[src/rtl/spirose_mux_pkg.sv]
// Shared types and helpers for the column-multiplexing sequencer.
// Helpers return a fixed maximum width; callers size-cast to NB_MUX.
package spirose_mux_pkg;

  typedef enum logic [1:0] {
    IDLE,
    DEAD,
    ON
  } mux_state_t;

  localparam int unsigned MaxMux = 64;
  localparam logic [MaxMux-1:0] OneBit = MaxMux'(1);

  // Indices outside the line count yield an all-off pattern.
  function automatic logic [MaxMux-1:0] onehot(input int unsigned idx, input int unsigned nb_mux);
    return (idx < nb_mux) ? (OneBit << idx) : '0;
  endfunction

  // Pin level of an inactive line, as an XOR mask applied at the output register.
  function automatic logic [MaxMux-1:0] off_level(input bit active_low);
    return active_low ? '1 : '0;
  endfunction

endpackage

[src/rtl/rising_edge_det.sv]
// Registered 1-bit rising-edge detector; the edge is reported in the same cycle the input rises.
module rising_edge_det (
  input  logic clock_66,
  input  logic nrst,
  input  logic sig_i,
  output logic rise_o
);

  logic prev_q;
  logic prev_d;

  always_comb begin
    prev_d = sig_i;
  end

  always_ff @(posedge clock_66 or negedge nrst) begin
    if (!nrst) begin
      prev_q <= 1'b0;
    end else begin
      prev_q <= prev_d;
    end
  end

  assign rise_o = sig_i & ~prev_q;

endmodule

[src/rtl/mux_sequencer.sv]
// Column-multiplexing controller: one-hot auto sequencing with dead time, or manual pass-through.
// All outputs come straight from flops; pin polarity is folded into the output register.
module mux_sequencer #(
  parameter int unsigned NB_MUX     = 8,
  parameter int unsigned DEAD_TIME  = 4,
  parameter bit          ACTIVE_LOW = 1'b0
) (
  input  logic                      clock_66,
  input  logic                      nrst,
  input  logic                      enable,
  input  logic                      mode_auto,
  input  logic [NB_MUX-1:0]         manual_sel,
  input  logic                      column_ready,
  input  logic                      position_sync,
  output logic [NB_MUX-1:0]         mux_out,
  output logic [$clog2(NB_MUX)-1:0] mux_index,
  output logic                      turn_done,
  output logic                      overrun
);
  import spirose_mux_pkg::*;

  localparam int unsigned IdxW     = $clog2(NB_MUX);
  localparam int unsigned DeadLast = (DEAD_TIME > 0) ? DEAD_TIME - 1 : 0;
  localparam int unsigned CntW     = (DeadLast > 0) ? $clog2(DeadLast + 1) : 1;

  localparam logic [IdxW-1:0]   IdxLast = IdxW'(NB_MUX - 1);
  localparam logic [CntW-1:0]   CntLast = CntW'(DeadLast);
  localparam logic [NB_MUX-1:0] OffMask = NB_MUX'(off_level(ACTIVE_LOW));

  mux_state_t        state_q, state_d;
  logic [IdxW-1:0]   idx_q, idx_d;
  logic [CntW-1:0]   cnt_q, cnt_d;
  logic              wrap_q, wrap_d;
  logic [NB_MUX-1:0] mux_out_q, mux_out_d;
  logic              turn_q, turn_d;
  logic              over_q, over_d;

  logic sync_rise;
  logic mode_rise;

  rising_edge_det u_sync_edge (
    .clock_66 (clock_66),
    .nrst     (nrst),
    .sig_i    (position_sync),
    .rise_o   (sync_rise)
  );

  rising_edge_det u_mode_edge (
    .clock_66 (clock_66),
    .nrst     (nrst),
    .sig_i    (mode_auto),
    .rise_o   (mode_rise)
  );

  logic [NB_MUX-1:0] lines;
  logic              drive_on;
  logic [IdxW-1:0]   on_idx;
  logic              launch;
  logic [IdxW-1:0]   launch_idx;
  logic              launch_wrap;

  always_comb begin
    state_d     = state_q;
    idx_d       = idx_q;
    cnt_d       = cnt_q;
    wrap_d      = wrap_q;
    turn_d      = 1'b0;
    over_d      = 1'b0;
    lines       = '0;
    drive_on    = 1'b0;
    on_idx      = idx_q;
    launch      = 1'b0;
    launch_idx  = '0;
    launch_wrap = 1'b0;

    if (!enable || !mode_auto || mode_rise) begin
      state_d = IDLE;
      idx_d   = '0;
      cnt_d   = '0;
      wrap_d  = 1'b0;
      if (enable && !mode_auto) begin
        lines = manual_sel;
      end
    end else if (sync_rise) begin
      // Sync realigns to channel 0 and swallows a coincident column_ready.
      launch = 1'b1;
    end else begin
      unique case (state_q)
        IDLE: begin
          launch = column_ready;
        end
        DEAD: begin
          over_d = column_ready;
          if (cnt_q == CntLast) begin
            state_d  = ON;
            drive_on = 1'b1;
            turn_d   = wrap_q;
            wrap_d   = 1'b0;
          end else begin
            cnt_d = cnt_q + CntW'(1);
          end
        end
        ON: begin
          drive_on = 1'b1;
          if (column_ready) begin
            launch      = 1'b1;
            launch_wrap = (idx_q == IdxLast);
            launch_idx  = launch_wrap ? '0 : idx_q + IdxW'(1);
          end
        end
        default: begin
          state_d = IDLE;
        end
      endcase
    end

    if (launch) begin
      idx_d = launch_idx;
      cnt_d = '0;
      if (DEAD_TIME == 0) begin
        state_d  = ON;
        drive_on = 1'b1;
        on_idx   = launch_idx;
        turn_d   = launch_wrap;
        wrap_d   = 1'b0;
      end else begin
        state_d  = DEAD;
        drive_on = 1'b0;
        wrap_d   = launch_wrap;
      end
    end

    if (drive_on) begin
      lines = NB_MUX'(onehot(32'(on_idx), NB_MUX));
    end
    mux_out_d = lines ^ OffMask;
  end

  always_ff @(posedge clock_66 or negedge nrst) begin
    if (!nrst) begin
      state_q   <= IDLE;
      idx_q     <= '0;
      cnt_q     <= '0;
      wrap_q    <= 1'b0;
      mux_out_q <= OffMask;
      turn_q    <= 1'b0;
      over_q    <= 1'b0;
    end else begin
      state_q   <= state_d;
      idx_q     <= idx_d;
      cnt_q     <= cnt_d;
      wrap_q    <= wrap_d;
      mux_out_q <= mux_out_d;
      turn_q    <= turn_d;
      over_q    <= over_d;
    end
  end

  assign mux_out   = mux_out_q;
  assign mux_index = idx_q;
  assign turn_done = turn_q;
  assign overrun   = over_q;

endmodule

[config.mk]
export PLATFORM = sky130hd
export DESIGN_NAME = mux_sequencer
export DESIGN_NICKNAME = d
export VERILOG_FILES = /design/src/rtl/spirose_mux_pkg.sv /design/src/rtl/rising_edge_det.sv /design/src/rtl/mux_sequencer.sv
export SDC_FILE = /design/constraint.sdc
export NUM_CORES = 1
export LEC_CHECK = 0
export BUFFER_PORTS_ARGS = -buffer_cell sky130_fd_sc_hd__buf_2
export CAP_MARGIN = 40
export CORE_UTILIZATION = 54
export CTS_CLUSTER_SIZE = 28
export DETAILED_ROUTE_END_ITERATION = 16
export GPL_TIMING_DRIVEN = 0
export PLACE_DENSITY = 0.81
export SLEW_MARGIN = 5
export SYNTH_ARGS = -nofsm -noshare
export SYNTH_HDL_FRONTEND = slang
export SYNTH_SLANG_ARGS = --single-unit
[constraint.sdc]
create_clock -name clock_66 -period 4.1 [get_ports clock_66]
set_clock_uncertainty 0.1 [all_clocks]
set_input_delay 0.82 -clock clock_66 [delete_from_list [all_inputs] [get_ports clock_66]]
set_output_delay 0.82 -clock clock_66 [all_outputs]
set_load 0.01 [all_outputs]
==> flow_summary.ini, run 1 <==
[cts]
worstSkewPairLatency_ps = 310
max-clock-path-buffers = 2
cts_inserted_buffers = 3
ctsRootBufferMaster = clkbuf_4
cts.reportedPaths.clkPinSlew_ps = 110
tritoncts_clock_tree = built
cts.hold.buffers_added = 0
post_cts_resized = 0
clock_sink_count = 20
htree_num_levels = 1
cts_setup_buffers = 0

[min_path]
worstHoldPathType = in2async

[synth]
synthTopCellsByArea = dfrtp_1, ha_1, o31ai_1
synth_area_per_cell_um2 = 10.18
synth_area_leader_cell = dfrtp_1
synth-seq-area-share = 0.4866
synthDistinctLibCells = 25
synth.most_common_cell = dfrtp_1
ys_top_cells_by_count = dfrtp_1, nand2_1, ha_1, nand3_1, o31ai_1
cell_count_after_synthesis = 101
synth_top_area_frac = 0.4866
synthArstFlopShare = 1.000
mappedNetlistArea_um2 = 1028
synth_enable_flop_cells = 0
synth-seq-cells = 20
synthesized_nets = 125
synth.yosys.warnings = 0
synth-main-ff-cell = dfrtp_1

[route]
via_count = 795
routed_via_density = 5.129
residual_drc_count = 0
wirelength_um = 1803
detail_route.iter0.violations = 5
avgRoutedWirePerCell_um = 11.63
first_pass_iters = 4
antenna_left = 0

[floorplan]
io-pin-count = 27
starting_density = 0.5830
fp.dieArea_um2 = 2083
fp.coreArea_um2 = 1764
std_cell_rows = 15
die_width_um = 45.64
die_h_um = 45.64

[power]
powerDensity_nw_per_um2 = 270.9
leakage_uw = 0.0005680
ir_drop_mv = 0.2269
power.total_uw = 328.4

[global_route]
globalRouteOverflowTotal = 0
grt_first_pass_wirelength_um = 3015
first_global_vias = 766
grt_antenna_before_repair = 0
track_usage = 0.2060
grt_start_max_net_pins = 21

[sta]
post-route-period-util = 0.4518
report.final.slew_viol_count = 0
setup_viol_count_final = 0
finalHoldViolations = 0
worst_max_slew_pin_slew_ps = 431.3
fin_crit_ps = 1853
max_freq_mhz = 539.8
fin_setup_tns_ps = 0
unrepaired_setup_endpoints_after_global_routing = no
max_slew_margin = 0.7125

[cells_and_area]
layout-drive-gt1-share = 0.2692
finalNonFillerCells = 155
total_number_of_nets_in_the_final_design = 156
num-fill-cells = 146
area_overhead_of_the_layout_relative_to_synthesis_pct = 17.88
antenna_cells_inserted = 0

[worst_setup_path]
timing.critical_path.to_type = output pin
reg2reg_setup_slack_ps = 2490
worstReg2RegEnd = mux_out[0]$_DFF_PN0_
worst_path_dominant_cell_family = flip-flops
reg2reg_depth = 5
worst_ep_arrival_time_ps = 930
cp.required_ps = 3180
worstSetupPathType = reg2out
buf_inv_stages_crit_path = 1
max_stage_delay_ps = 460
cp_slowest_cell = dfrtp_1
worstReg2RegStart = state_q[0]$_DFFE_PN0P_
start_kind = register
path_cells = buf_2
critical_path.max_fanout = 7

[placement]
placed_cells = 152
dp.final_hpwl_um = 1417
gp_congestion = 0.7792
port_buffers = 26

[status]
status = completed

[flow_run]
cap_violations = 0
[worst reg2reg max path, cell delays in order, from the launching register on]
cell and delay (ps):
dfrtp_1 420, inv_1 80, ha_1 190, clkbuf_1 200, a21oi_2 350, o31ai_1 140
[through the flow]
stage	hold WS, ps	setup slack [ps]	area [um2]	utilization
2_1_floorplan	390.3	2461	1028	-
3_3_place_gp	408.2	2303	1190	0.6745
3_5_place_dp	430.0	2259	1190	0.6745
4_1_cts	346.2	2241	1212	0.6872
5_1_grt	373.6	2211	1212	0.6872
6_report	326.8	2247	1212	0.6872
[layer usage]
metal	up-vias	global-route usage	part of all wire
met2	25	0.3714	0.50
met1	357	0.2296	0.42
met5	-	0	0
met3	5	0.02381	0.047
li1	408	-	-
met4	0	0.1212	0.026
[placed cells by master (no fill, tap or decap), drive strengths merged]
master,count
xnor2,1
ha,10
nand4,2
nand2b,1
and2b,1
mux2i,1
nor2,5
nor2b,2
inv,6
a31oi,1
buf,29
clkbuf,4
o31ai,9
nor3,2
or2b,1
nand3,11
dfrtp,20
nand2,16
a21oi,6
nand3b,1
and3,1
[flip-flops by register name, indices dropped and copies added, names as in the netlist]
signal              count
mux_index               3
turn_done               1
cnt_q                   2
overrun                 1
wrap_q                  1
state_q                 2
u_mode_edge.prev_q      1
mux_out                 8
u_sync_edge.prev_q      1
[where the power goes]
part,leakage (uW),internal [uW],switching [uW]
registers,0.000270,201,1.40
clock network,0.0000138,34.4,58.8
logic,0.000284,13.4,19.0
[area by class of cell]
| cell class | count | area, um2 | share of cell area |
|---|---|---|---|
| clock buffers | 3 | 22.52 | 0.01858 |
| multi-input cells | 71 | 483.0 | 0.3983 |
| well taps | 25 | 31.28 | 0.02580 |
| repair buffers | 26 | 130.1 | 0.1073 |
| flip-flops and latches | 20 | 500.5 | 0.4128 |
| plain buffers | 4 | 22.52 | 0.01858 |
| inverters | 6 | 22.52 | 0.01858 |
[worst max-delay path by stage]
stage	from	depth (start not counted)	to	slack [ps]
after global placement	position_sync	5	mux_out[3]$_DFF_PN0_	2300
after floorplan	position_sync	4	mux_out[0]$_DFF_PN0_	2460
after global routing	mux_index[2]$_DFFE_PN0P_	1	mux_index[2]	2210
final	mux_index[2]$_DFFE_PN0P_	1	mux_index[2]	2250
after CTS	mux_index[2]$_DFFE_PN0P_	1	mux_index[2]	2240
after detailed placement	position_sync	5	mux_out[0]$_DFF_PN0_	2260
[logic make-up (layout without fill, tap and decap cells)]
logic type,Yosys count,in the layout,share of synthesized area
AO/OA/AOI/OAI,16,16,0.1046
XOR/XNOR,1,1,0.008517
adder cells (fa/ha/maj),10,10,0.1217
buffers and inverters,10,39,0.04379
flip-flops,20,20,0.4866
multiplexers,1,1,0.009733
AND/OR/NAND/NOR,43,43,0.2251
No activity file was read; power rests on OpenSTA's default activity.
==> run 2: changes to the inputs <==
--- a/config.mk
+++ b/config.mk
@@ -5,13 +5,14 @@
 export SDC_FILE = /design/constraint.sdc
 export NUM_CORES = 1
 export LEC_CHECK = 0
+export ABC_AREA = 1
 export BUFFER_PORTS_ARGS = -buffer_cell sky130_fd_sc_hd__buf_2
 export CAP_MARGIN = 40
-export CORE_UTILIZATION = 54
+export CORE_UTILIZATION = 46
 export CTS_CLUSTER_SIZE = 28
 export DETAILED_ROUTE_END_ITERATION = 16
 export GPL_TIMING_DRIVEN = 0
-export PLACE_DENSITY = 0.81
+export PLACE_DENSITY = 0.73
 export SLEW_MARGIN = 5
 export SYNTH_ARGS = -nofsm -noshare
 export SYNTH_HDL_FRONTEND = slang
==> constraint.sdc (replaced) <==
create_clock -name clock_66 -period 1.66 [get_ports clock_66]
set_clock_uncertainty 0.1 [all_clocks]
set_input_delay 0.332 -clock clock_66 [delete_from_list [all_inputs] [get_ports clock_66]]
set_output_delay 0.332 -clock clock_66 [all_outputs]
set_load 0.01 [all_outputs]
==> flow_summary.ini, run 2 <==
[global_route]
grt_antenna_before_repair = 0
globalRouteOverflowTotal = 0
track_usage = 0.1875
first_global_vias = 875
grt_first_pass_wirelength_um = 3622
grt_start_max_net_pins = 21

[power]
internal_power_uw = 772.1
powerDensity_nw_per_um2 = 740.0
comb_power_share = 0.083
pwr-share-clk = 0.407
seq_power_share = 0.510
swShare = 0.2148
ir_drop_mv = 0.5146
leakage_uw = 0.0007964
p_sw_uw = 211.2

[synth]
synth-seq-area-share = 0.4551
synth-seq-cells = 20
synthArstFlopShare = 1.000
synth-main-ff-cell = dfrtp_1
synthTopCellsByArea = dfrtp_1, nand2_1, ha_1
synth_top_area_frac = 0.4551
synth_area_leader_cell = dfrtp_1
ys_top_cells_by_count = nand2_1, inv_1, dfrtp_1, nand3_1, nor2_1
synth_enable_flop_cells = 0
synth.yosys.warnings = 0
synthDistinctLibCells = 16
mappedNetlistArea_um2 = 1100
synth_area_per_cell_um2 = 8.269
synth.most_common_cell = nand2_1
synthesized_nets = 157
cell_count_after_synthesis = 133

[cells_and_area]
largest_register_ff_count = 8
area_overhead_of_the_layout_relative_to_synthesis_pct = 20.82
final_cell_mix = nand2_1, buf_2, inv_1
layout-drive-gt1-share = 0.2317
multiInputGateArea_um2 = 498.0
stdcell_area_um2 = 1329
final-seq-area_um2 = 500.5
antenna_cells_inserted = 0
num-fill-cells = 205
total_number_of_nets_in_the_final_design = 189
layout.cells.most_common = nand2_1

[sta]
max_freq_mhz = 661.7
fin_crit_ps = 1511
finalHoldViolations = 0
max_slew_margin = 0.6365
fin_setup_tns_ps = 0
setup_viol_count_final = 0
post-route-period-util = 0.9105
report.final.slew_viol_count = 0
worst_max_slew_pin_slew_ps = 543.2
unrepaired_setup_endpoints_after_global_routing = no

[worst_setup_path]
cp-startpoint = state_q[0]$_DFFE_PN0P_
buf_inv_stages_crit_path = 2
worstReg2RegStart = state_q[0]$_DFFE_PN0P_
worst_path_dominant_cell_family = flip-flops
cp.required_ps = 1810
timing.critical_path.to_type = register
path_cells = inv_2 -> ha_1 -> inv_1 -> a21boi_4 -> nand3_1 -> nand2_1
worst_ep_arrival_time_ps = 1660
path_depth = 6
worstReg2RegEnd = mux_out[0]$_DFF_PN0_
max_stage_delay_ps = 420
endpoint = mux_out[0]$_DFF_PN0_
start_kind = register
critical_path.max_fanout = 8
cp_slowest_cell = dfrtp_1
reg2reg_depth = 6
worstSetupPathType = reg2reg
reg2reg_setup_slack_ps = 150

[route]
first_pass_iters = 4
antenna_left = 0
avgRoutedWirePerCell_um = 10.77
via_count = 891
routed_via_density = 4.641
wirelength_um = 2068
residual_drc_count = 0
detail_route.iter0.violations = 9

[cts]
ctsRootBufferMaster = clkbuf_4
max-clock-path-buffers = 2
htree_num_levels = 1
worstSkewPairLatency_ps = 300
tritoncts_clock_tree = built
clock_sink_count = 20
cts_inserted_buffers = 3
cts.reportedPaths.clkPinSlew_ps = 120

[status]
status = completed

[floorplan]
die_h_um = 50.90
fp.coreArea_um2 = 2233
die_width_um = 50.90
std_cell_rows = 17
io-pin-count = 27
fp.dieArea_um2 = 2590
starting_density = 0.4924

[flow_run]
cap_violations = 0

[placement]
gp_congestion = 0.7471
port_buffers = 26
dpl-instance-area_um2 = 1265
dp.final_hpwl_um = 1601

[min_path]
worstHoldPathType = in2reg
worstHoldStart = position_sync
run 2: layout make-up:
cell class / instances / area share
flip-flops and latches: 20 / 0.3766
clock buffers: 3 / 0.01695
repair buffers: 27 / 0.1055
well taps: 28 / 0.02637
plain buffers: 2 / 0.01224
clock inverters: 1 / 0.02260
inverters: 23 / 0.06497
multi-input cells: 88 / 0.3748
run 2: power groups by stage:
stage	combinational [uW]	clock, uW	sequential, uW
floorplan	34.0	0	515
detailed placement	80.8	0	511
global route	93.1	422	503
CTS	83.1	402	502
global placement	78.2	0	511
finish	81.9	400	502
run 2: metal layers:
metal,vias to the layer above,routed length (um),GRT usage
met1,404,1006,0.2524
met5,-,0,0
met3,2,87,0.02083
met2,22,959,0.2956
met4,0,14,0.1019
li1,463,-,-
run 2: worst min-delay path by stage:
stage,depth (start not counted),endpoint
2_1_floorplan,0,cnt_q[0]$_DFFE_PN0P_
3_3_place_gp,1,mux_out[5]$_DFF_PN0_
3_5_place_dp,1,mux_out[1]$_DFF_PN0_
4_1_cts,1,u_sync_edge.prev_q$_DFF_PN0_
5_1_grt,1,u_sync_edge.prev_q$_DFF_PN0_
6_report,1,u_sync_edge.prev_q$_DFF_PN0_
run 2: worst reg2reg max path: stages (launching register included):
cell and delay [ps]:
dfrtp_1 420, inv_2 80, ha_1 280, inv_1 110, a21boi_4 270, nand3_1 120, nand2_1 70
run 2: cell families (layout without fill, tap and decap cells):
family | after synthesis | after routing | synth area share
AND/OR/NAND/NOR | 75 | 75 | 0.3128
buffers and inverters | 25 | 56 | 0.09214
flip-flops | 20 | 20 | 0.4551
adder cells (fa/ha/maj) | 10 | 10 | 0.1138
AO/OA/AOI/OAI | 3 | 3 | 0.02617
run 2: timing repair:
item	4_1_cts	5_1_grt
setup buffers	0	0
endpoints found under the setup margin	0	1
hold buffers	1	0
resized for setup	0	2
hold endpoints to repair	20	0
run 2: per-stage QoR:
stage	util	setup slack (ps)	hold slack, ps	power [uW]	std cells
floorplan	-	200.1	-63.59	549.5	133
global placement	0.5664	148.7	199.6	588.8	187
detailed placement	0.5664	125.5	201.9	591.9	187
CTS	0.5944	90.80	52.99	986.6	192
global route	0.5950	10.75	39.83	1018	192
finish	0.5950	148.6	56.29	983.3	192
